===== config.mk =====
export PLATFORM = sky130hd
export DESIGN_NAME = lpc_target_arbiter
export DESIGN_NICKNAME = d
export VERILOG_FILES = /design/src/rtl/lpc_target_arbiter_pkg.sv /design/src/rtl/lpc_addr_decode.sv /design/src/rtl/lpc_target_arbiter.sv
export SDC_FILE = /design/constraint.sdc
export NUM_CORES = 1
export LEC_CHECK = 0
export ABC_AREA = 1
export CORE_ASPECT_RATIO = 1.25
export CORE_MARGIN = 10
export CORE_UTILIZATION = 30
export DETAILED_ROUTE_END_ITERATION = 10
export GPL_TIMING_DRIVEN = 0
export HOLD_SLACK_MARGIN = 0.15
export PLACE_DENSITY = 0.65
export REMOVE_ABC_BUFFERS = 1
export SLEW_MARGIN = 20
export SYNTH_ARGS = -nofsm -noshare
export SYNTH_HDL_FRONTEND = slang
export SYNTH_SLANG_ARGS = --single-unit

===== constraint.sdc =====
create_clock -name clk_i -period 1.3 [get_ports clk_i]
set_clock_uncertainty 0.1 [all_clocks]
set_input_delay 0.26 -clock clk_i [delete_from_list [all_inputs] [get_ports clk_i]]
set_output_delay 0.26 -clock clk_i [all_outputs]
set_load 0.01 [all_outputs]

===== src/rtl/lpc_target_arbiter_pkg.sv =====
// Shared definitions for the LPC target arbiter: FSM state encodings,
// default read data and a window-mask helper.
package lpc_target_arbiter_pkg;

  localparam logic [2:0] LPC_ARB_ST_IDLE    = 3'd0;
  localparam logic [2:0] LPC_ARB_ST_DECODE  = 3'd1;
  localparam logic [2:0] LPC_ARB_ST_WR_WAIT = 3'd2;
  localparam logic [2:0] LPC_ARB_ST_RD_WAIT = 3'd3;
  localparam logic [2:0] LPC_ARB_ST_WR_DONE = 3'd4;
  localparam logic [2:0] LPC_ARB_ST_RD_DONE = 3'd5;

  localparam logic [7:0] LPC_ARB_DFLT_RDATA = 8'hFF;

  // Mask selecting the in-window offset bits of a 16-bit I/O address.
  function automatic logic [15:0] win_mask(input int unsigned bits);
    logic [31:0] m;
    m = (32'd1 << bits) - 32'd1;
    return m[15:0];
  endfunction

endpackage


===== src/rtl/lpc_addr_decode.sv =====
// Combinational window decoder: compares the upper address bits against each
// target base and returns a one-hot hit (lowest index wins on overlap).
module lpc_addr_decode
  import lpc_target_arbiter_pkg::*;
#(
  parameter int unsigned           NUM_TGT  = 2,
  parameter logic [16*NUM_TGT-1:0] TGT_BASE = {16'h0FE0, 16'h0080},
  parameter int unsigned           WIN_BITS = 4
) (
  input  logic [15-WIN_BITS:0] addr_hi,
  output logic [NUM_TGT-1:0]   hit,
  output logic                 hit_any
);

  // Priority compare of the address against every window base.
  always_comb begin
    hit     = '0;
    hit_any = 1'b0;
    for (int unsigned k = 0; k < NUM_TGT; k++) begin
      if (!hit_any && (addr_hi == TGT_BASE[16*k+WIN_BITS +: 16-WIN_BITS])) begin
        hit[k]  = 1'b1;
        hit_any = 1'b1;
      end
    end
  end

endmodule


===== src/rtl/lpc_target_arbiter.sv =====
// Shares lpc_periph's single data-provider port between NUM_TGT register
// targets: address window decode, wr/rd handshake sequencing, read data mux,
// and merge of per-target interrupts into one interrupt/irq_num pair.
// Optional feature: define LPC_ARB_TIMEOUT_EN to bound target response time.
module lpc_target_arbiter
  import lpc_target_arbiter_pkg::*;
#(
  parameter int unsigned           NUM_TGT     = 2,
  parameter logic [16*NUM_TGT-1:0] TGT_BASE    = {16'h0FE0, 16'h0080},
  parameter int unsigned           WIN_BITS    = 4,
  parameter int unsigned           TIMEOUT_CYC = 255,
  parameter logic [7:0]            DFLT_RDATA  = LPC_ARB_DFLT_RDATA
) (
  input  logic                   clk_i,
  input  logic                   nrst_i,
  input  logic [15:0]            lpc_addr_i,
  input  logic [7:0]             lpc_wdata_i,
  input  logic                   lpc_data_wr_i,
  output logic                   lpc_wr_done_o,
  input  logic                   lpc_data_req_i,
  output logic                   lpc_data_rd_o,
  output logic [7:0]             lpc_rdata_o,
  output logic [3:0]             irq_num_o,
  output logic                   interrupt_o,
  output logic [15:0]            tgt_addr_o,
  output logic [7:0]             tgt_wdata_o,
  output logic [NUM_TGT-1:0]     tgt_wr_o,
  input  logic [NUM_TGT-1:0]     tgt_wr_done_i,
  output logic [NUM_TGT-1:0]     tgt_rd_o,
  input  logic [NUM_TGT-1:0]     tgt_rd_valid_i,
  input  logic [8*NUM_TGT-1:0]   tgt_rdata_i,
  input  logic [NUM_TGT-1:0]     tgt_irq_i,
  input  logic [4*NUM_TGT-1:0]   tgt_irq_num_i
);

  localparam logic [15:0] WIN_MASK = win_mask(WIN_BITS);

  logic [2:0]         state;
  logic               is_wr;
  logic [NUM_TGT-1:0] sel;
  logic [NUM_TGT-1:0] hit;
  logic               hit_any;
  logic               wr_ack;
  logic               rd_ack;
  logic [7:0]         sel_rdata;
  logic               tmo_hit;
  logic [3:0]         irq_pick;
  logic               irq_found;

  lpc_addr_decode #(
    .NUM_TGT  (NUM_TGT),
    .TGT_BASE (TGT_BASE),
    .WIN_BITS (WIN_BITS)
  ) u_decode (
    .addr_hi (lpc_addr_i[15:WIN_BITS]),
    .hit     (hit),
    .hit_any (hit_any)
  );

  assign wr_ack = |(tgt_wr_done_i & sel);
  assign rd_ack = |(tgt_rd_valid_i & sel);

  // Read data of the selected target; zero when nothing is selected.
  always_comb begin
    sel_rdata = '0;
    for (int unsigned k = 0; k < NUM_TGT; k++) begin
      if (sel[k]) sel_rdata = sel_rdata | tgt_rdata_i[8*k +: 8];
    end
  end

`ifdef LPC_ARB_TIMEOUT_EN
  localparam logic [7:0] TMO_LAST = 8'(TIMEOUT_CYC);
  logic [7:0] tmo_cnt;

  // Response timer: cleared while decoding, counts while waiting on a target.
  always_ff @(posedge clk_i) begin
    if (!nrst_i) begin
      tmo_cnt <= '0;
    end else if (state == LPC_ARB_ST_DECODE) begin
      tmo_cnt <= '0;
    end else if ((state == LPC_ARB_ST_WR_WAIT) || (state == LPC_ARB_ST_RD_WAIT)) begin
      tmo_cnt <= tmo_cnt + 8'd1;
    end
  end

  assign tmo_hit = (tmo_cnt == TMO_LAST);
`else
  assign tmo_hit = 1'b0;
`endif

  // Transaction sequencer: decode, strobe the owning target, report back.
  always_ff @(posedge clk_i) begin
    if (!nrst_i) begin
      state         <= LPC_ARB_ST_IDLE;
      is_wr         <= 1'b0;
      sel           <= '0;
      tgt_wr_o      <= '0;
      tgt_rd_o      <= '0;
      tgt_addr_o    <= '0;
      tgt_wdata_o   <= '0;
      lpc_wr_done_o <= 1'b0;
      lpc_data_rd_o <= 1'b0;
      lpc_rdata_o   <= DFLT_RDATA;
    end else begin
      case (state)
        LPC_ARB_ST_IDLE: begin
          if (lpc_data_wr_i) begin
            is_wr <= 1'b1;
            state <= LPC_ARB_ST_DECODE;
          end else if (lpc_data_req_i) begin
            is_wr <= 1'b0;
            state <= LPC_ARB_ST_DECODE;
          end
        end
        LPC_ARB_ST_DECODE: begin
          if (hit_any) begin
            sel         <= hit;
            tgt_addr_o  <= lpc_addr_i & WIN_MASK;
            tgt_wdata_o <= lpc_wdata_i;
            if (is_wr) begin
              tgt_wr_o <= hit;
              state    <= LPC_ARB_ST_WR_WAIT;
            end else begin
              tgt_rd_o <= hit;
              state    <= LPC_ARB_ST_RD_WAIT;
            end
          end else if (is_wr) begin
            state <= LPC_ARB_ST_WR_DONE;
          end else begin
            lpc_rdata_o <= DFLT_RDATA;
            state       <= LPC_ARB_ST_RD_DONE;
          end
        end
        LPC_ARB_ST_WR_WAIT: begin
          if (!lpc_data_wr_i) begin
            tgt_wr_o <= '0;
            state    <= LPC_ARB_ST_IDLE;
          end else if (wr_ack || tmo_hit) begin
            tgt_wr_o <= '0;
            state    <= LPC_ARB_ST_WR_DONE;
          end
        end
        LPC_ARB_ST_RD_WAIT: begin
          if (!lpc_data_req_i) begin
            tgt_rd_o <= '0;
            state    <= LPC_ARB_ST_IDLE;
          end else if (rd_ack) begin
            tgt_rd_o    <= '0;
            lpc_rdata_o <= sel_rdata;
            state       <= LPC_ARB_ST_RD_DONE;
          end else if (tmo_hit) begin
            tgt_rd_o    <= '0;
            lpc_rdata_o <= DFLT_RDATA;
            state       <= LPC_ARB_ST_RD_DONE;
          end
        end
        LPC_ARB_ST_WR_DONE: begin
          if (!lpc_data_wr_i) begin
            lpc_wr_done_o <= 1'b0;
            state         <= LPC_ARB_ST_IDLE;
          end else begin
            lpc_wr_done_o <= 1'b1;
          end
        end
        LPC_ARB_ST_RD_DONE: begin
          if (!lpc_data_req_i) begin
            lpc_data_rd_o <= 1'b0;
            state         <= LPC_ARB_ST_IDLE;
          end else begin
            lpc_data_rd_o <= 1'b1;
          end
        end
        default: state <= LPC_ARB_ST_IDLE;
      endcase
    end
  end

  // Lowest-index asserting target supplies the IRQ number; otherwise hold.
  always_comb begin
    irq_pick  = irq_num_o;
    irq_found = 1'b0;
    for (int unsigned k = 0; k < NUM_TGT; k++) begin
      if (!irq_found && tgt_irq_i[k]) begin
        irq_pick  = tgt_irq_num_i[4*k +: 4];
        irq_found = 1'b1;
      end
    end
  end

  // Registered interrupt merge, independent of the transaction FSM.
  always_ff @(posedge clk_i) begin
    if (!nrst_i) begin
      interrupt_o <= 1'b0;
      irq_num_o   <= '0;
    end else begin
      interrupt_o <= |tgt_irq_i;
      irq_num_o   <= irq_pick;
    end
  end

endmodule


==> qor.csv <==
stage;metric;value;unit
synth;synth.cell_area;1951;um2
worst_hold_path;worstHoldStart;lpc_data_wr_i;
outcome;outcome;finished, violations left;
route;avgViaCountPerCell;4.467;
timing;max_slew.worst_pin.slew;567.8;ps
global_routing;largest_net_degree_at_the_start_of_global_routing;31;
pwr;total_switching_power;1.292;mW
pwr;p_leak;1.544;nW
cells_and_area;fin_nets;469;
worst_hold_path;hold_path_end;is_wr$_SDFFE_PN0P_;
timing;relSlewSlack;0.6215;
synth;post_synthesis_sequential_element_count;37;
cells_and_area;fin_area;3407;um2
synth;postSynth.asyncResetShare;0;
clock_tree;clk-insertion-delay-late;290;ps
worst_hold_path;holdPathStages;3;
setup_path;critical-path-max-stage-delay;370;ps
synth;synth_ff_type;sky130_fd_sc_hd__dfxtp_1;
floorplanning;die-height;110.2;um
placed_design;gp_weighted_congestion;0.8816;
timing;report.final.setup_viol;26;
timing;timing.final.hold_violations;0;
floorplanning;dieWidth;92.12;um
worst_hold_path;hp_class;primary input to flop;
setup_path;crit_fanout;8;
global_routing;grt_remaining_overflow;0;
global_routing;grt_first_pass_wirelength;10810;um
timing;post-route-period-util;1.082;
cells_and_area;area_growth;74.66;%
floorplanning;num_io_pins;101;
route;ant_nets;0;
setup_path;setup.worst_path.start_class;flop;
cells_and_area;multi_input_gate_area_in_the_final_layout;1239;um2
setup_path;critical_path_s_top_delay_family;simple AND/OR/NAND/NOR gates;
clock_tree;tritoncts_num_sinks;37;
setup_path;cp_num_buf_inv;1;
placed_design;placedInstanceArea;2846;um2
timing;final.min_clock_period;1406;ps
setup_path;worst_path_most_repeated_cell;sky130_fd_sc_hd__nor2_4;
flow_run;cap_violations;0;
timing;postLayoutSetupSlackWorst;-106.2;ps
setup_path;worstPathCellList;inv_6 -> nand3_4 -> nor2_4 -> nor2_4 -> nor2_4 -> nand2_4 -> nand2_1 -> nand3_1;
setup_path;reg2reg_depth;8;
setup_path;r2r_setup_slack;-110;ps
route;detailedRoute.firstPassIterationCount;4;
cells_and_area;share_of_layout_cells_above_drive_strength_1;0.2282;
pwr;power_share_of_the_combinational_group;0.372;
setup_path;worstPathRequired;1360;ps
global_routing;first_global_vias;2209;
synth;synthesized_area_per_cell;6.459;um2
setup_path;critPathSlowestCell;sky130_fd_sc_hd__dfxtp_4;
synth;yosysWarnings;0;
placed_design;pre_cts_ws;-968.0;ps
pwr;netSwitchingFraction;0.3368;
synth;synth_cell_type_count;26;
cells_and_area;num_antenna_cells;0;
pwr;p_int;2.544;mW
clock_tree;number_of_hold_repair_buffers_added_at_the_cts_stage;0;
timing;final-max-slew-violation-count;0;
floorplanning;start_util;0.3123;
clock_tree;clock-root-buffer;sky130_fd_sc_hd__clkbuf_8;
route;drt-total-wl;6996;um
timing;max_clock_freq;711.1;MHz
floorplanning;floorplan.die_area;10150;um2
synth;synth_enable_flop_cells;0;
route;wl_per_cell;14.08;um
route;detail_route.drc_violations;0;
clock_tree;h-tree-depth;2;
timing;fin_setup_tns;-1393;ps
pwr;powerDensity;1126;nW/um2
global_routing;gr-usage-all-layers;0.1308;
global_routing;initial_antenna_violation_count;0;
setup_path;cp_capture_type;flop;
placed_design;detailedPlacementHpwl;4820;um
route;drt_iter0_markers;104;
setup_path;data_arrival_time_of_the_critical_path;1470;ps
route;num_vias;2220;
clock_tree;tritoncts_clock_tree;done;
clock_tree;clk_pin_slew_worst_paths;80;ps
clock_tree;cts.path.max_buffers;2;
timing;hold_ws;328.5;ps
outcome;violations;setup timing;
timing;grt_setup_unrepaired;yes;
cells_and_area;num-fill-cells;633;
floorplanning;fp.coreArea;6246;um2
cells_and_area;seq_area;759.5;um2
pwr;power_frac_clock;0.273;
cells_and_area;finish.cell_count_without_fillers;497;
placed_design;post-place-cells;466;
placed_design;buffer_ports.inserted;88;
pwr;vdd.ir_drop.worst;0.4576;mV
setup_path;r2r_path_start;state[2]$_SDFFE_PN0P_;
setup_path;worst_r2r_endpoint;lpc_rdata_o[7]$_SDFFE_PN1P_;
pwr;seq_power_share;0.356;
setup_path;criticalPathCategory;flop to flop;
synth;synth-seq-area-share;0.3797;
clock_tree;cts_made_buffers;5;
floorplanning;rows;32;
synth;synthesis.instances;302;
-- synth_stat cells (2+ instances only) --
cell                       number  share of area
sky130_fd_sc_hd__nand2_1       85           0.16
sky130_fd_sc_hd__inv_2          4         0.0077
sky130_fd_sc_hd__buf_4         12          0.046
sky130_fd_sc_hd__nor2_4         2          0.012
sky130_fd_sc_hd__nand3_1       36          0.092
sky130_fd_sc_hd__nand3_2        4          0.021
sky130_fd_sc_hd__inv_1         31          0.060
sky130_fd_sc_hd__buf_2          3         0.0077
sky130_fd_sc_hd__clkbuf_1       2         0.0039
sky130_fd_sc_hd__nor2_1        47          0.090
sky130_fd_sc_hd__nor2_2         3         0.0096
sky130_fd_sc_hd__dfxtp_1       37           0.38
sky130_fd_sc_hd__nand4_1        2         0.0064
sky130_fd_sc_hd__o21ai_0       15          0.038
sky130_fd_sc_hd__a21oi_1        8          0.021
-- power groups by stage --
stage | combinational (mW) | sequential (mW) | clock (mW)
final | 1.43 | 1.36 | 1.05
after global routing | 1.56 | 1.38 | 1.13
after CTS | 1.32 | 1.36 | 1.08
after detailed placement | 1.05 | 1.37 | 0
after global placement | 1.04 | 1.36 | 0
after floorplan | 0.518 | 1.40 | 0
-- cells in the final DEF, fill, tap and decap left out, drive strengths merged --
cell and instances:
a21oi 8, a31oi 1, buf 22, bufinv 1, clkbuf 8, clkdlybuf4s15 22, clkdlybuf4s50 41, clkinvlp 1
conb 12, dfxtp 37, dlygate4sd2 21, dlymetal6s2s 1, inv 36, nand2 89, nand3 40, nand3b 1
nand4 2, nor2 52, o21ai 15, o22ai 1, o31ai 1
-- kinds of logic (layout without fill, tap and decap cells) --
family	count (synthesis)	in the layout	share of synthesized area
flops	37	37	0.3797
buf+inv	56	153	0.1385
other cells	1	12	0.001922
simple gates	182	184	0.4073
compound gates	26	26	0.07248
-- area by class of cell --
type                       instances  area share
clock buffer                       6     0.02424
clock inverter                     2     0.01102
inverter                          36     0.04774
multi-input combinational        222      0.3636
sequential                        37      0.2229
tap                               85     0.03122
timing repair buffer             109      0.2993
-- metal layers --
layer  vias up  wire length [um]  share of wire  global-route usage
met5         -                 0              0                   0
met4         0               100          0.014             0.05408
met3         8               403          0.058             0.03789
met2        79              3624           0.52              0.2343
met1       995              2867           0.41              0.1421
li1       1138                 -              -                   -
-- state kept, by name, summed over array words and instances (netlist names) --
register       count
tgt_addr_o         4
tgt_wdata_o        8
lpc_data_rd_o      1
sel                2
lpc_rdata_o        8
state              3
lpc_wr_done_o      1
irq_num_o          4
tgt_rd_o           2
is_wr              1
interrupt_o        1
tgt_wr_o           2
-- worst max-delay path by stage --
stage	start	end	cells past startpoint
4_1_cts	state[1]$_SDFFE_PN0P_	lpc_rdata_o[0]$_SDFFE_PN1P_	8
2_1_floorplan	lpc_addr_i[12]	tgt_addr_o[0]$_SDFFE_PN0P_	8
5_1_grt	state[2]$_SDFFE_PN0P_	lpc_rdata_o[7]$_SDFFE_PN1P_	8
3_5_place_dp	nrst_i	state[1]$_SDFFE_PN0P_	3
3_3_place_gp	nrst_i	state[1]$_SDFFE_PN0P_	3
6_report	state[2]$_SDFFE_PN0P_	lpc_rdata_o[7]$_SDFFE_PN1P_	8
-- what timing repair did --
item / CTS / global route
setup buffers: 20 / 1
pin swaps: 33 / 22
endpoints found under the setup margin: 68 / 58
resized for setup: 127 / 47
cloned: 2 / 0
-- worst min-delay path: stages --
cell and delay [ps]:
sky130_fd_sc_hd__dlygate4sd2_1 280, sky130_fd_sc_hd__nand2_1 80, sky130_fd_sc_hd__a21oi_1 60
-- stage by stage --
stage            util  power (mW)
2_1_floorplan       -       1.921
3_3_place_gp   0.4557       2.404
3_5_place_dp   0.4557       2.417
4_1_cts        0.5331       3.760
5_1_grt        0.5455       4.071
6_report       0.5455       3.836
No activity file was read; power rests on OpenSTA's default activity.
==> RTL change 1: new RTL, config.mk and constraints unchanged <==
Build with the macro `LPC_ARB_TIMEOUT_EN` defined.
--- a/src/rtl/lpc_target_arbiter.sv
+++ b/src/rtl/lpc_target_arbiter.sv
@@ -3,4 +3,6 @@
 // and merge of per-target interrupts into one interrupt/irq_num pair.
 // Optional feature: define LPC_ARB_TIMEOUT_EN to bound target response time.
+`define LPC_ARB_TIMEOUT_EN
+
 module lpc_target_arbiter
   import lpc_target_arbiter_pkg::*;
Behaviour: no difference found for any inputs over 10 cycles, from zero or initial values and one cycle with nrst_i low; that may be too few to reach the edited logic, so the function may still have changed.
==> RTL change 1 against the original RTL <==
The flow still finishes with violations (setup timing). Total power is 31% higher. Sequential cell count up 8. Die area up 16%. Synthesized area is 20% higher. Global-route usage down 0.071 points. Maximum frequency fell by 11%. Synthesized cell count up 15%. Via count is 19% higher. Combinational power increased by 70%. Worst setup slack lost 0.17 ns. Routed wire length grew 15%. Cell area rose by 19%.
==> RTL change 1: results (changes against the original RTL) <==
stage;metric;value;unit;change
setup_path;cp_slowest_cell;dfxtp_2;;
timing;layout_setup_ws;-0.276;ns;-0.170 ns
detailed_routing;wl_met3;558;microns;+38%
final_layout;top_regs;lpc_rdata_o (8), tgt_wdata_o (8), tmo_cnt (8);;
setup_path;worstPathArrival;1.67;ns;+0.20 ns
worst_hold_path;min_to;lpc_rdata_o[3];;
place;gp_congestion;0.837;;-5.1%
global_route;grt_max_degree;22;;-29%
logic_synthesis;synthTopCellsByCount;nand2_1 (94), nor2_1 (46), dfxtp_1 (45), inv_1 (35), a21oi_1 (25);;
logic_synthesis;synth_area_leaders;dfxtp_1 (39%), nand2_1 (15%), nor2_1 (7.4%), inv_1 (5.6%), a21oi_1 (5.4%);;
final_layout;stdcell_count;560;;+13%
setup_path;reg2reg_from;tmo_cnt[1];;
setup_path;regToRegEndpoint;lpc_rdata_o[6];;
run_status;status;finished, violations left;;
final_layout;fin_nets;527;;+12%
cts;clk_pin_slew_worst_paths;0.08;ns;about the same
power;max-vdd-ir-drop;0.560;mV;+22%
power;p_leak;1.81;nW;+17%
worst_hold_path;whs_path_depth;2;;-1
global_route;grt_pass1_wl;13000;microns;+20%
logic_synthesis;ys_seq_area_share;38.5;%;+0.57 points
detailed_routing;first_iter_violations;69;;-34%
detailed_routing;dr.pass1.iters;4;;unchanged
timing;worstMarginPinSlew;0.518;ns;-0.0494 ns
detailed_routing;dr_wl_met2;4060;microns;+12%
detailed_routing;vias;2631;;+19%
logic_synthesis;syn_inst;346;;+15%
worst_hold_path;hp-start;lpc_rdata_o[3];;
place;dp.cells;517;;+11%
setup_path;crit_family;simple AND/OR/NAND/NOR gates;;
timing;hold_ws;0.363;ns;+0.0348 ns
detailed_routing;wl_per_cell;14.4;microns;+2.5%
timing;setup_viol;37;;+42%
place;pre_cts_ws;-1.19;ns;-0.225 ns
run_status;violations;setup timing;;
place;post-dp-hpwl;5260;microns;+9.1%
worst_hold_path;hp-class;flop to flop;;
detailed_routing;wl_met1;3290;microns;+15%
logic_synthesis;synth_cell_types;30;;+15%
global_route;grt_pass1_vias;2727;;+23%
final_layout;layout-drive-gt1-share;34.0;%;+11 points
RTL change 1: cell count changes in the layout (fill, tap and decap cells not counted), sizes merged, moves of 4 or more:
cell,change
nand3,-20
a21oi,+17
nand2,+13
buf,+12
clkbuf,+10
dfxtp,+8
o2111ai,+8
clkdlybuf4s15,-6
dlygate4sd2,-5
inv,+5
o21ai,+5
clkdlybuf4s50,+4
RTL change 1: cell type report:
class	instances	area, sq um
Tap cell	92	115
Inverter	42	186
Timing Repair Buffer	122	1110
Fill cell	680	3440
Multi-Input combinational cell	252	1630
Clock buffer	7	86.3
Sequential cell	45	922
RTL change 1: timing repair:
action	CTS	global route
pin swaps	36	12
gates resized for setup	178	67
endpoints found under the setup margin	72	70
setup buffers	25	9
gates cloned	2	0
RTL change 1: how the worst max path moves through the flow:
stage	from	endpoint	slack [ns]	depth (start not counted)
after floorplan	tmo_cnt[0]	lpc_rdata_o[0]	-0.18	8
after CTS	state[0]	lpc_rdata_o[0]	-0.25	9
after global placement	nrst_i	lpc_rdata_o[6]	-1.09	4
after detailed placement	nrst_i	sel[0]	-1.19	3
after global routing	state[0]	lpc_rdata_o[6]	-0.36	9
final	tmo_cnt[1]	lpc_rdata_o[6]	-0.28	9
RTL change 1: cells by family (layout without fill, tap and decap cells):
group	count (synthesis)	after routing	share of synthesized area, %
AO/OA/AOI/OAI	56	56	13.6
adder cells (fa/ha/maj)	1	1	0.535
buffers and inverters	62	171	12.3
flip-flops	45	45	38.5
other	1	12	0.160
AND/OR/NAND/NOR	181	183	34.9
RTL change 1: per-stage QoR:
step / utilization [%] / area (sq um) / TNS [ns] / total power [mW]
6_report: 54.1 / 4050 / -6.62 / 5.04
5_1_grt: 54.1 / 4050 / -10.17 / 5.31
4_1_cts: 51.8 / 3880 / -5.85 / 4.74
3_5_place_dp: 43.3 / 3240 / -35.37 / 3.08
3_3_place_gp: 43.3 / 3240 / -34.37 / 3.06
2_1_floorplan: - / 2250 / -3.36 / 2.52
RTL change 1: tightest hold or removal path, stage by stage (launching register included):
cell and delay (ns):
dfxtp_1 0.33, a21oi_1 0.06, nand2_1 0.05
RTL change 1: power by group:
| group | switching [mW] | total (mW) | leakage (nW) | internal (mW) |
|---|---|---|---|---|
| Sequential | 0.159 | 1.71 | 0.370 | 1.55 |
| Clock | 0.474 | 0.897 | 0.0443 | 0.423 |
| Combinational | 1.31 | 2.43 | 1.40 | 1.13 |
| Total | 1.94 | 5.04 | 1.81 | 3.10 |
RTL change 1: metal layers:
| layer | GRT usage [%] | vias to the layer above |
|---|---|---|
| met2 | 22.6 | 98 |
| met5 | 0 | - |
| met3 | 4.14 | 17 |
| met1 | 14.3 | 1185 |
| li1 | - | 1331 |
| met4 | 4.58 | 0 |
==> RTL change 2: new RTL, same settings <==
Made on the original files. Register the output `lpc_wr_done_o` once more, cleared by the reset; this adds one clock of latency there. The other outputs are not delayed to match.
--- a/src/rtl/lpc_target_arbiter.sv
+++ b/src/rtl/lpc_target_arbiter.sv
@@ -36,4 +36,6 @@
   localparam logic [15:0] WIN_MASK = win_mask(WIN_BITS);
 
+  logic lpc_wr_done_s0;
+
   logic [2:0]         state;
   logic               is_wr;
@@ -99,5 +101,5 @@
       tgt_addr_o    <= '0;
       tgt_wdata_o   <= '0;
-      lpc_wr_done_o <= 1'b0;
+      lpc_wr_done_s0 <= 1'b0;
       lpc_data_rd_o <= 1'b0;
       lpc_rdata_o   <= DFLT_RDATA;
@@ -157,8 +159,8 @@
         LPC_ARB_ST_WR_DONE: begin
           if (!lpc_data_wr_i) begin
-            lpc_wr_done_o <= 1'b0;
+            lpc_wr_done_s0 <= 1'b0;
             state         <= LPC_ARB_ST_IDLE;
           end else begin
-            lpc_wr_done_o <= 1'b1;
+            lpc_wr_done_s0 <= 1'b1;
           end
         end
@@ -199,4 +201,12 @@
   end
 
+  always_ff @(posedge clk_i) begin
+    if (!nrst_i) begin
+      lpc_wr_done_o <= '0;
+    end else begin
+      lpc_wr_done_o <= lpc_wr_done_s0;
+    end
+  end
+
 endmodule
 
Check against the original RTL: not equivalent (a bounded check fails within 4 cycles, from zero or initial values and one cycle with nrst_i low).
==> RTL change 2 against the original RTL <==
The run still ends with setup timing left. Routed wire length rose by 2.0%. Synthesized area rose by 1.7%. Worst setup slack got worse by 0.12 ns. Count of clock-buffer cells in the layout fell by 1. Total power fell by 2.4%. Worst hold slack got worse by 0.078 ns. Sequential cell count rose by 1. Cell area rose by 3.9%. Die area rose by 1.4%. Largest cell class unchanged. Largest power group unchanged. Highest routed layer unchanged.
==> RTL change 2: results (changes against the original RTL) <==
stage;metric;value;unit;change
logic_synthesis;ys_seq_area_share;38.3;%;+0.36 points
global_route;grt_util_met2;22.2;%;-1.2 points
global_route;grt_usage;12.6;%;-0.47 points
global_route;grt_pass1_vias;2185;;-1.1%
global_route;grt_pass1_wl;10600;microns;-1.8%
cts;cts_resized;130;;+2.4%
detailed_routing;dr_wl_met2;3580;microns;-1.3%
place;dp.cells;470;;+0.86%
setup_path;ff2ff_path_depth;8;;unchanged
timing;worstMarginPinSlew;0.600;ns;+0.0322 ns
detailed_routing;first_iter_violations;69;;-34%
place;post-dp-hpwl;4650;microns;-3.5%
worst_hold_path;hp-class;primary input to flop;;
cts;clk_pin_slew_worst_paths;0.08;ns;about the same
logic_synthesis;async_flop_share;0;%;unchanged
timing;layout_setup_ws;-0.221;ns;-0.115 ns
detailed_routing;wl_per_cell;14.1;microns;-0.17%
detailed_routing;wl_met1;2920;microns;+2.0%
place;io_buffer_count;88;;unchanged
worst_hold_path;whs_path_depth;3;;unchanged
logic_synthesis;synthTopCellsByCount;nand2_1 (83), nor2_1 (48), dfxtp_1 (38), nand3_1 (38), inv_1 (33);;
detailed_routing;wirelength;7140;microns;+2.0%
place;placed_cell_area;0.00287;sq mm;+0.88%
power;p_leak;1.65;nW;+6.8%
global_route;met1_usage;13.7;%;-0.49 points
run_status;status;finished, violations left;;
detailed_routing;vias;2295;;+3.4%
logic_synthesis;synth_cell_types;28;;+7.7%
setup_path;worstPathArrival;1.57;ns;+0.10 ns
power;max-vdd-ir-drop;0.459;mV;+0.41%
final_layout;layout-drive-gt1-share;28.5;%;+5.7 points
logic_synthesis;syn_inst;305;;+0.99%
timing;tns;-2.70;ns;-1.31 ns
final_layout;fin_nets;479;;+2.1%
final_layout;nFillCells;631;;-0.32%
place;gp_congestion;0.841;;-4.7%
detailed_routing;wl_met3;497;microns;+23%
place;pre_cts_ws;-1.01;ns;-0.0430 ns
timing;setup_viol;29;;+12%
cts;postCtsSetupBuffers;15;;-25%
logic_synthesis;synth_warnings;0;;unchanged
global_route;use_met3;4.54;%;+0.75 points
run_status;violations;setup timing;;
global_route;grt_max_degree;32;;+3.2%
logic_synthesis;synth_area_leaders;dfxtp_1 (38%), nand2_1 (16%), nand3_1 (9.6%), nor2_1 (9.1%), inv_1 (6.2%);;
global_route;grt_antenna_before_repair;0;;unchanged
## RTL change 2: changes by cell type in the layout (fill, tap and decap cells not counted), moves of 5 or more
cell / before / now
nor2_2: 3 / 11
buf_6: 2 / 9
inv_2: 6 / 1
a21oi_1: 8 / 3
nor2_1: 38 / 30
o21ai_1: 11 / 6
## RTL change 2: critical path, cell delays in order (launching register included)
cell and delay [ns]:
dfxtp_4 0.38, clkinv_4 0.06, nand3_4 0.11, nor2_4 0.19
nor2_4 0.07, nor2_4 0.22, nand2_8 0.10, nand2_2 0.06
nand3_1 0.07
## RTL change 2: final cells by class
cell class | count | area, sq um | area share, %
Inverter | 36 | 158 | 4.46
Timing Repair inverter | 1 | 11.3 | 0.318
Sequential cell | 38 | 779 | 22.0
Multi-Input combinational cell | 224 | 1340 | 37.8
Clock buffer | 5 | 68.8 | 1.94
Clock inverter | 2 | 10.0 | 0.283
Tap cell | 87 | 109 | 3.08
Timing Repair Buffer | 115 | 1070 | 30.1
## RTL change 2: kinds of logic (layout without fill, tap and decap cells)
logic type | Yosys count | after routing | synth area share, %
flip-flops | 38 | 38 | 38.3
AND/OR/NAND/NOR | 183 | 186 | 40.1
AO/OA/AOI/OAI | 26 | 26 | 7.31
buffers and inverters | 57 | 159 | 14.1
other | 1 | 12 | 0.189
## RTL change 2: report_power, final
part | internal, mW | leakage [nW] | switching (mW)
Sequential | 1.30 | 0.313 | 0.110
Combinational | 0.747 | 1.29 | 0.816
Clock | 0.360 | 0.0438 | 0.413
## RTL change 2: final timing paths
kind / startpoint / endpoint / slack (ns)
hold / removal: lpc_data_wr_i / is_wr / 0.25
setup reg to reg: state[2] / lpc_rdata_o[7] / -0.22
setup / recovery: state[2] / lpc_rdata_o[7] / -0.22
hold reg to reg: lpc_wr_done_s0 / lpc_wr_done_o / 0.34
